==> config.mk <==
export PLATFORM = sky130hd
export DESIGN_NAME = twos_to_bipolar_serial_flat
export DESIGN_NICKNAME = d
export VERILOG_FILES = /design/src/rtl/twos_to_bipolar_serial_if.sv /design/src/rtl/twos_to_bipolar_serial.sv /design/src/flat_wrapper.sv
export SDC_FILE = /design/constraint.sdc
export NUM_CORES = 1
export LEC_CHECK = 0
export CAP_MARGIN = 20
export CORE_ASPECT_RATIO = 0.6
export CORE_MARGIN = 2
export CORE_UTILIZATION = 58
export CTS_BUF_LIST = sky130_fd_sc_hd__clkbuf_16
export DETAILED_ROUTE_END_ITERATION = 6
export PLACE_DENSITY = 0.95
export SLEW_MARGIN = 20
export SYNTH_ARGS = -nofsm -noshare
export SYNTH_HDL_FRONTEND = slang
export SYNTH_SLANG_ARGS = --single-unit
==> constraint.sdc <==
create_clock -name clk -period 5.2 [get_ports clk]
set_clock_uncertainty 0.15 [all_clocks]
set_input_delay 1.56 -clock clk [delete_from_list [all_inputs] [get_ports clk]]
set_output_delay 1.56 -clock clk [all_outputs]
set_load 0.03 [all_outputs]
==> src/rtl/twos_to_bipolar_serial_if.sv <==
// Handshake and data bundle for the bit-serial bipolar converter.
//
// Both streams use strict valid/ready semantics: a transfer happens on a
// rising clk edge where valid and ready are both high. The producer must hold
// valid and its payload stable until that transfer. Ready may depend
// combinationally on the other side's valid.
interface twos_to_bipolar_serial_if #(
  parameter int inBits   = 4,
  parameter int numLanes = 32,
  parameter int idxBits  = (inBits > 1) ? $clog2(inBits) : 1,
  parameter int precBits = $clog2(inBits + 1)
);
  logic                         in_valid;
  logic                         in_ready;
  logic [numLanes*inBits-1:0]   twos;
  logic                         unsigned_inputs;
  logic                         msb_first;
  logic [precBits-1:0]          precision;
  logic                         out_valid;
  logic                         out_ready;
  logic [numLanes-1:0]          plane_p;
  logic [numLanes-1:0]          plane_n;
  logic [idxBits-1:0]           bit_idx;
  logic                         first;
  logic                         last;
  logic                         busy;

  modport master (
    output in_valid, twos, unsigned_inputs, msb_first, precision, out_ready,
    input  in_ready, out_valid, plane_p, plane_n, bit_idx, first, last, busy
  );

  modport slave (
    input  in_valid, twos, unsigned_inputs, msb_first, precision, out_ready,
    output in_ready, out_valid, plane_p, plane_n, bit_idx, first, last, busy
  );
endinterface

==> src/rtl/twos_to_bipolar_serial.sv <==
// Splits a vector of two's-complement (or unsigned) words into positive and
// negative magnitude registers, then streams them out one bit-plane per
// handshake, MSB- or LSB-first, truncated to the requested precision.
module twos_to_bipolar_serial #(
  parameter int inBits   = 4,
  parameter int numLanes = 32,
  parameter int idxBits  = (inBits > 1) ? $clog2(inBits) : 1,
  parameter int precBits = $clog2(inBits + 1)
) (
  input  logic                    clk,
  input  logic                    rst,
  twos_to_bipolar_serial_if.slave bus
);

  typedef enum logic [0:0] {IDLE, SHIFT} state_t;

  localparam logic [precBits-1:0] FULL_P = precBits'(inBits);

  state_t                             state_q, state_d;
  logic [numLanes-1:0][inBits-1:0]    mag_p_q, mag_n_q;
  logic [numLanes-1:0][inBits-1:0]    mag_p_d, mag_n_d;
  logic [inBits-1:0]                  word;
  logic [precBits-1:0]                p_eff_q, p_eff_d;
  logic [precBits-1:0]                cnt_q;
  logic [idxBits-1:0]                 idx_q, idx_start;
  logic                               msb_q;
  logic                               busy_w, last_w, advance, accept;

  assign busy_w  = (state_q == SHIFT);
  assign last_w  = busy_w && (cnt_q == p_eff_q - 1'b1);
  assign advance = busy_w && bus.out_ready;
  // A new vector can land on the same edge that retires the final plane.
  assign bus.in_ready = !rst && (!busy_w || (advance && last_w));
  assign accept  = bus.in_valid && bus.in_ready;

  assign bus.out_valid = busy_w;
  assign bus.busy      = busy_w;
  assign bus.first     = busy_w && (cnt_q == '0);
  assign bus.last      = last_w;
  assign bus.bit_idx   = idx_q;

  // Per-lane sign split; negative words become their magnitude modulo 2^inBits.
  always_comb begin
    mag_p_d = '0;
    mag_n_d = '0;
    word    = '0;
    for (int i = 0; i < numLanes; i++) begin
      word = bus.twos[i*inBits +: inBits];
      if (bus.unsigned_inputs || !word[inBits-1]) mag_p_d[i] = word;
      else                                        mag_n_d[i] = -word;
    end
  end

  // Clamp precision: zero or oversize means the full word; pick the start index.
  always_comb begin
    p_eff_d = bus.precision;
    if (bus.precision == '0 || bus.precision > FULL_P) p_eff_d = FULL_P;
    idx_start = bus.msb_first ? idxBits'(p_eff_d - 1'b1) : '0;
  end

  // State register.
  always_ff @(posedge clk) begin
    if (rst) state_q <= IDLE;
    else     state_q <= state_d;
  end

  // Next-state: enter SHIFT on accept, leave after the last plane unless refilled.
  always_comb begin
    state_d = state_q;
    case (state_q)
      IDLE:    if (accept) state_d = SHIFT;
      SHIFT:   if (advance && last_w && !accept) state_d = IDLE;
      default: state_d = IDLE;
    endcase
  end

  // Magnitude capture on accept, plane counter/index stepping on each handshake.
  always_ff @(posedge clk) begin
    if (rst) begin
      mag_p_q <= '0;
      mag_n_q <= '0;
      p_eff_q <= '0;
      cnt_q   <= '0;
      idx_q   <= '0;
      msb_q   <= 1'b0;
    end else if (accept) begin
      mag_p_q <= mag_p_d;
      mag_n_q <= mag_n_d;
      p_eff_q <= p_eff_d;
      cnt_q   <= '0;
      idx_q   <= idx_start;
      msb_q   <= bus.msb_first;
    end else if (advance && !last_w) begin
      cnt_q <= cnt_q + 1'b1;
      idx_q <= msb_q ? idx_q - 1'b1 : idx_q + 1'b1;
    end
  end

  // Current bit-plane, forced to zero whenever no transaction is active.
  always_comb begin
    bus.plane_p = '0;
    bus.plane_n = '0;
    for (int i = 0; i < numLanes; i++) begin
      if (busy_w) begin
        bus.plane_p[i] = mag_p_q[i][idx_q];
        bus.plane_n[i] = mag_n_q[i][idx_q];
      end
    end
  end

endmodule

==> src/flat_wrapper.sv <==
// flat-port wrapper written by rule: the top's interface ports become plain ports
module twos_to_bipolar_serial_flat 
#(
  parameter int inBits   = 4,
  parameter int numLanes = 32,
  parameter int idxBits  = (inBits > 1) ? $clog2(inBits) : 1,
  parameter int precBits = $clog2(inBits + 1)
)
  (clk, rst, bus_in_valid, bus_twos, bus_unsigned_inputs, bus_msb_first, bus_precision, bus_out_ready, bus_in_ready, bus_out_valid, bus_plane_p, bus_plane_n, bus_bit_idx, bus_first, bus_last, bus_busy);
  twos_to_bipolar_serial_if #(.inBits(inBits), .numLanes(numLanes), .idxBits(idxBits), .precBits(precBits)) bus_i ();
  input  logic clk;
  input  logic rst;
  input wire logic [$bits(bus_i.in_valid)-1:0] bus_in_valid;
  input wire logic [$bits(bus_i.twos)-1:0] bus_twos;
  input wire logic [$bits(bus_i.unsigned_inputs)-1:0] bus_unsigned_inputs;
  input wire logic [$bits(bus_i.msb_first)-1:0] bus_msb_first;
  input wire logic [$bits(bus_i.precision)-1:0] bus_precision;
  input wire logic [$bits(bus_i.out_ready)-1:0] bus_out_ready;
  output wire logic [$bits(bus_i.in_ready)-1:0] bus_in_ready;
  output wire logic [$bits(bus_i.out_valid)-1:0] bus_out_valid;
  output wire logic [$bits(bus_i.plane_p)-1:0] bus_plane_p;
  output wire logic [$bits(bus_i.plane_n)-1:0] bus_plane_n;
  output wire logic [$bits(bus_i.bit_idx)-1:0] bus_bit_idx;
  output wire logic [$bits(bus_i.first)-1:0] bus_first;
  output wire logic [$bits(bus_i.last)-1:0] bus_last;
  output wire logic [$bits(bus_i.busy)-1:0] bus_busy;
  assign bus_i.in_valid = bus_in_valid;
  assign bus_i.twos = bus_twos;
  assign bus_i.unsigned_inputs = bus_unsigned_inputs;
  assign bus_i.msb_first = bus_msb_first;
  assign bus_i.precision = bus_precision;
  assign bus_i.out_ready = bus_out_ready;
  assign bus_in_ready = bus_i.in_ready;
  assign bus_out_valid = bus_i.out_valid;
  assign bus_plane_p = bus_i.plane_p;
  assign bus_plane_n = bus_i.plane_n;
  assign bus_bit_idx = bus_i.bit_idx;
  assign bus_first = bus_i.first;
  assign bus_last = bus_i.last;
  assign bus_busy = bus_i.busy;
  twos_to_bipolar_serial #(.inBits(inBits), .numLanes(numLanes), .idxBits(idxBits), .precBits(precBits)) u_core (.clk(clk), .rst(rst), .bus(bus_i));
endmodule
==> metrics.csv, run 1 <==
metric,value,unit
status,"complete, no violations",
CTS root buffer,clkbuf_16,
number of fill cells,1551,
FP Rows,42,
Clock transition at path regs,0.06,ns
total CTS buffers,25,
cell accounting for the most synthesized area,dfxtp_1,
CP max FO,7,
cell area after placement,15300,µm²
"Req. time, crit path",3.49,ns
Worst setup EP type,output port,
first-pass GRT wire length,55500,µm
post-CTS sizing,0,
Main synth FF type,dfxtp_1,
die height,121,µm
Period minus WS final,4.84,ns
Port Buffers,207,
unrepaired setup endpoints after global routing,no,
Util after Layout,72.4,%
Mapped Area,13100,µm²
crit path launch type,input port,
DP HPWL,22800,µm
Area Overhead vs Synth,22.1,%
Layout Nets,1737,
leakage power,5.87,nW
CP arrival,3.13,ns
Pwr Total,4.52,mW
area of the multi-input gates,7060,µm²
sum of negative setup slack,0,ns
sequential area share after synthesis,40.6,%
clk_lat worst skew,0.51,ns
Core ar.,22100,µm²
peak supply drop,0.000238,V
initial antenna violation count,1,
CTS Buffer Depth,3,
vias,11300,
Synth cell types,46,
GRT Residual Overflow,0,
largest net degree at the start of global routing,108,
Final Max Slew Viols,0,
WS Path Type,in -> out,
DR vias/cell,5.99,
PwrDens,282,nW/µm²
crit-path cells,clkdlybuf4s50_1 -> a41oi_1 -> nor2_1 -> clkdlybuf4s50_1,
worst stage delay on the critical path,0.68,ns
Detailed Route Iter0 Violations,945,
die width,198,µm
"FFs w/ async S/R, synth",0,%
vias in the first global route,11000,
number of routed nets with antenna violations,0,
Post-synth EDFFs,0,
cell mode on critical path,clkdlybuf4s50_1,
total die area,23900,µm²
Post-CTS Setup Inserts,0,
WL final,34300,µm
fmax,207,MHz
placed instance count,1845,
Slew HR,31.4,%
synth top area cells,"dfxtp_1, mux4_2, nand3b_1",
overall global routing resource usage,28.4,%
fin cells,1889,
Num Clock Sinks,266,
Slowest cell on crit path,clkdlybuf4s50_1,
IO Pins,208,
Mapped Cells,1421,
layout cells sized above 1,8.29,%
Place WS,0.371,ns
endpoints failing setup,0,
Hold WC Path Type,reg -> reg,
Hold WS,0.301,ns
average size of a mapped cell,9.24,µm²
Mapped Nets,1594,
routed len/inst,18.2,µm
top cell type's share of synthesized area,40.6,%
Post-route DRC,0,
final instance area,16000,µm²
Worst Max-Slew Pin Slew,1.03,ns
TritonCTS clock tree,done,
Synth Warn #,0,
worst setup margin,0.362,ns
max cap viols,0,
flip-flop and latch area,5330,µm²
final hold viol count,0,
RePlAce Congestion,0.868,
initial core utilization,59.3,%
number of synthesized register bits,266,
fin crit share,93.0,%
H-Tree Depth,1,
# hold bufs at CTS,0,
Pre-antenna DRT Iters,6,
## cell usage in the layout (no fill, tap or decap), types with 19 or more instances in the layout
cell	count
nand2_1	154
and2_1	65
mux4_2	64
clkdlybuf4s50_1	205
dfxtp_1	263
xnor2_1	19
nand3b_1	83
nand3_1	122
clkbuf_16	25
a21oi_1	121
nand2b_1	33
nor2_1	26
nor2b_1	34
o21ai_0	57
or4_1	32
inv_1	81
a22o_1	54
ha_1	36
## state kept, by name (all words and copies together) (netlist names)
register	count
u_core.p_eff_q	3
u_core.mag_n_q	128
u_core.msb_q	1
u_core.mag_p_q	128
u_core.cnt_q	3
u_core.bus.busy	1
u_core.bus.bit_idx	2
## area by class of cell
cell class,instances,share of cell area (%)
inverter,72,1.69
timing repair buffer,225,14.1
antenna,1,0.0156
multi-input combinational,974,44.0
clock inverter,18,0.546
sequential,266,33.3
tap,308,2.40
clock buffer,25,3.90
## worst paths after layout
kind	cells after the start	slack, ns	from	to
worst max-delay path	4	0.36	bus_out_ready	bus_in_ready
worst min-delay path	2	0.30	u_core.mag_n_q[81]$_SDFFE_PP0P_	u_core.mag_n_q[81]$_SDFFE_PP0P_
worst max register to register	7	2.05	u_core.p_eff_q[0]$_SDFFE_PP0P_	u_core.mag_n_q[104]$_SDFFE_PP0P_
worst min register to register	2	0.30	u_core.mag_n_q[81]$_SDFFE_PP0P_	u_core.mag_n_q[81]$_SDFFE_PP0P_
## power breakdown
group,total [mW],internal (mW),switching (mW),leakage [nW]
clock,1.64,0.871,0.773,0.390
sequential,2.18,2.11,0.0682,2.16
combinational,0.692,0.325,0.367,3.32
## critical path: cells and delay by family
family	cells	cell delay, ns
buffers and inverters	2	1.26
AND/OR/NAND/NOR	1	0.13
AO/OA/AOI/OAI	1	0.17
## kinds of logic (layout without fill, tap and decap cells)
kind of cell               Yosys count  in the layout  synth area share [%]
DFF                                266            266                  40.6
AOI/OAI and AO/OA                  273            273                  12.9
buffers and inverters              181            340                  5.97
other                                0              1                     0
and+or+nand+nor                    560            560                  23.2
adders and majority gates           36             36                  3.43
muxes                               65             65                  11.1
xor gates and xnor gates            40             40                  2.90
## cell usage after synthesis (2+ instances only)
cell      number
a21oi_1      121
a22o_1        54
a311oi_1       2
a41oi_2        2
and2_1        65
buf_1          3
buf_2         35
buf_4         14
clkbuf_1      56
dfxtp_1      266
ha_1          36
inv_1         72
mux4_2        64
nand2_1      154
nand2b_1      33
nand3_1      122
nand3b_1      83
nor2_1        26
nor2b_1       34
nor3_1         3
nor3b_1        2
o21ai_0       57
o21ai_1        9
o31ai_1       18
or2_2          2
or4_1         32
xnor2_1       19
xor2_1        18
xor2_2         2
## layer usage
layer / track usage [%] / wire length (µm) / up-vias
li1: - / - / 5314
met1: 39.1 / 14600 / 5405
met2: 46.4 / 15900 / 522
met3: 5.33 / 2980 / 74
met4: 7.57 / 766 / 0
met5: 0 / 0 / -
Power figures use the tool's default switching activity.
==> run 2: changes to the inputs <==
--- a/config.mk
+++ b/config.mk
@@ -7,7 +7,6 @@
 export LEC_CHECK = 0
 export CAP_MARGIN = 20
 export CORE_ASPECT_RATIO = 0.6
-export CORE_MARGIN = 2
 export CORE_UTILIZATION = 58
 export CTS_BUF_LIST = sky130_fd_sc_hd__clkbuf_16
 export DETAILED_ROUTE_END_ITERATION = 6
==> run 2 against run 1 <==
  * Clock power up 7%
  * Register-to-register slack improved by 0.32 ns
  * Via count about the same
  * Fmax about the same
  * Count of clock-buffer cells in the layout is the same
  * Critical path depth is the same
  * Critical path type unchanged
  * Critical endpoint unchanged
==> metrics.csv, run 2 (synthesis results as in run 1) <==
metric,value,unit,change
vias,11300,,about the same
layout cells sized above 1,8.24,%,was 8.29%
FP Rows,42,,unchanged
Port Buffers,207,,unchanged
PwrDens,288,nW/µm²,was 282 nW/µm²
Slew HR,35.3,%,was 31.4%
final hold viol count,0,,unchanged
most frequent cells in the layout,"dfxtp_1, clkdlybuf4s50_1, nand2_1, nand3_1, a21oi_1",,unchanged
Post-CTS Setup Inserts,0,,unchanged
WHS Path Cells,2,,unchanged
final instance area,16100,µm²,"was 16,000 µm²"
Worst setup EP type,output port,,unchanged
largest net degree at the start of global routing,128,,was 108
Final Max Slew Viols,0,,unchanged
clk_lat worst skew,0.50,ns,was 0.51 ns
CTS Buffer Depth,3,,unchanged
Period minus WS final,4.84,ns,about the same
max cap viols,0,,unchanged
fin crit share,93.0,%,about the same
CP max FO,7,,unchanged
Core ar.,22100,µm²,unchanged
Pre-antenna DRT Iters,7,,was 6
first-pass GRT wire length,56000,µm,"was 55,500 µm"
crit path launch type,input port,,unchanged
CP arrival,3.13,ns,about the same
TritonCTS clock tree,done,,unchanged
routed len/inst,18.0,µm,was 18.2 µm
endpoints failing setup,0,,unchanged
Worst Max-Slew Pin Slew,0.971,ns,was 1.03 ns
"Req. time, crit path",3.49,ns,about the same
leakage power,5.86,nW,was 5.87 nW
post-CTS sizing,0,,unchanged
peak supply drop,0.000199,V,was 0.000238 V
r2r worst-path depth,7,,unchanged
# hold bufs at CTS,0,,unchanged
"most common cell after layout, fill and taps aside",dfxtp_1,,unchanged
CTS root buffer,clkbuf_16,,unchanged
initial core utilization,59.3,%,unchanged
WL final,33900,µm,"was 34,300 µm"
die width,196,µm,was 198 µm
total die area,23300,µm²,"was 23,900 µm²"
Clock transition at path regs,0.07,ns,was 0.06 ns
Area Overhead vs Synth,22.7,%,was 22.1%
sum of negative setup slack,0,ns,unchanged
die height,119,µm,was 121 µm
GRT Residual Overflow,0,,unchanged
unrepaired setup endpoints after global routing,no,,unchanged
overall global routing resource usage,29.3,%,was 28.4%
Layout Nets,1732,,"was 1,737"
total CTS buffers,25,,unchanged
placed instance count,1840,,"was 1,845"
Pwr Total,4.64,mW,was 4.52 mW
RePlAce Congestion,0.856,,was 0.868
biggest regs,"u_core.mag_n_q (128), u_core.mag_p_q (128)",,unchanged
number of fill cells,1507,,"was 1,551"
initial antenna violation count,1,,unchanged
Post-route DRC,0,,unchanged
Num Clock Sinks,266,,unchanged
DP HPWL,22000,µm,"was 22,800 µm"
fin cells,1886,,"was 1,889"
fmax,207,MHz,about the same
status,"complete, no violations",,unchanged
vias in the first global route,11100,,was 11.0k
number of routed nets with antenna violations,0,,unchanged
DR vias/cell,6.00,,was 5.99
WS Path Type,in -> out,,unchanged
Hold WC Path Type,reg -> reg,,unchanged
Detailed Route Iter0 Violations,874,,was 945
cell area after placement,15300,µm²,about the same
IO Pins,208,,unchanged
H-Tree Depth,1,,unchanged
run 2: changes by cell type in the layout (fill, tap and decap cells not counted), moves of 2 or more:
| cell | delta |
|---|---|
| buf_12 | +4 |
| buf_4 | -9 |
| bufinv_16 | +2 |
| clkinv_1 | +4 |
| clkinv_2 | -2 |
| clkinv_4 | +2 |
| clkinvlp_4 | +2 |
| inv_1 | -6 |
run 2: worst paths after layout:
kind	end	slack [ns]	startpoint
worst max-delay path	bus_in_ready	0.36	bus_out_ready
worst min-delay path	u_core.mag_n_q[81]$_SDFFE_PP0P_	0.30	u_core.mag_n_q[81]$_SDFFE_PP0P_
worst max register to register	u_core.mag_n_q[49]$_SDFFE_PP0P_	2.37	u_core.p_eff_q[0]$_SDFFE_PP0P_
worst min register to register	u_core.mag_n_q[81]$_SDFFE_PP0P_	0.30	u_core.mag_n_q[81]$_SDFFE_PP0P_
run 2: per-layer routing:
metal  part of all wire [%]  GRT usage, %
met2                     46          46.6
met5                      0             0
met1                     43          40.7
met3                    8.3          5.99
met4                    2.1          7.81
run 2: power breakdown:
| group | internal [mW] | switching (mW) |
|---|---|---|
| registers | 2.11 | 0.0751 |
| clock network | 0.979 | 0.786 |
| logic | 0.328 | 0.359 |
run 2: layout make-up:
class,count,area (µm²),share of cell area [%]
Multi-Input combinational cell,974,7060,43.8
Sequential cell,266,5330,33.1
Clock buffer,25,626,3.88
Inverter,72,270,1.68
Tap cell,308,385,2.39
Clock inverter,20,155,0.963
Antenna cell,1,2.50,0.0155
Timing Repair Buffer,220,2280,14.1
run 2: per-stage QoR:
| stage | setup WS (ns) | utilization, % | hold slack (ns) |
|---|---|---|---|
| after floorplan | 0.917 | - | 0.279 |
| after global placement | 0.390 | 69.3 | 0.285 |
| after detailed placement | 0.388 | 69.3 | 0.292 |
| after CTS | 0.373 | 72.8 | 0.301 |
| after global routing | 0.279 | 72.8 | 0.326 |
| final | 0.362 | 72.8 | 0.301 |
run 2: critical path, cell delays in order:
cell	delay (ns)
clkdlybuf4s50_1	0.58
a41oi_1	0.17
nor2_1	0.14
clkdlybuf4s50_1	0.68
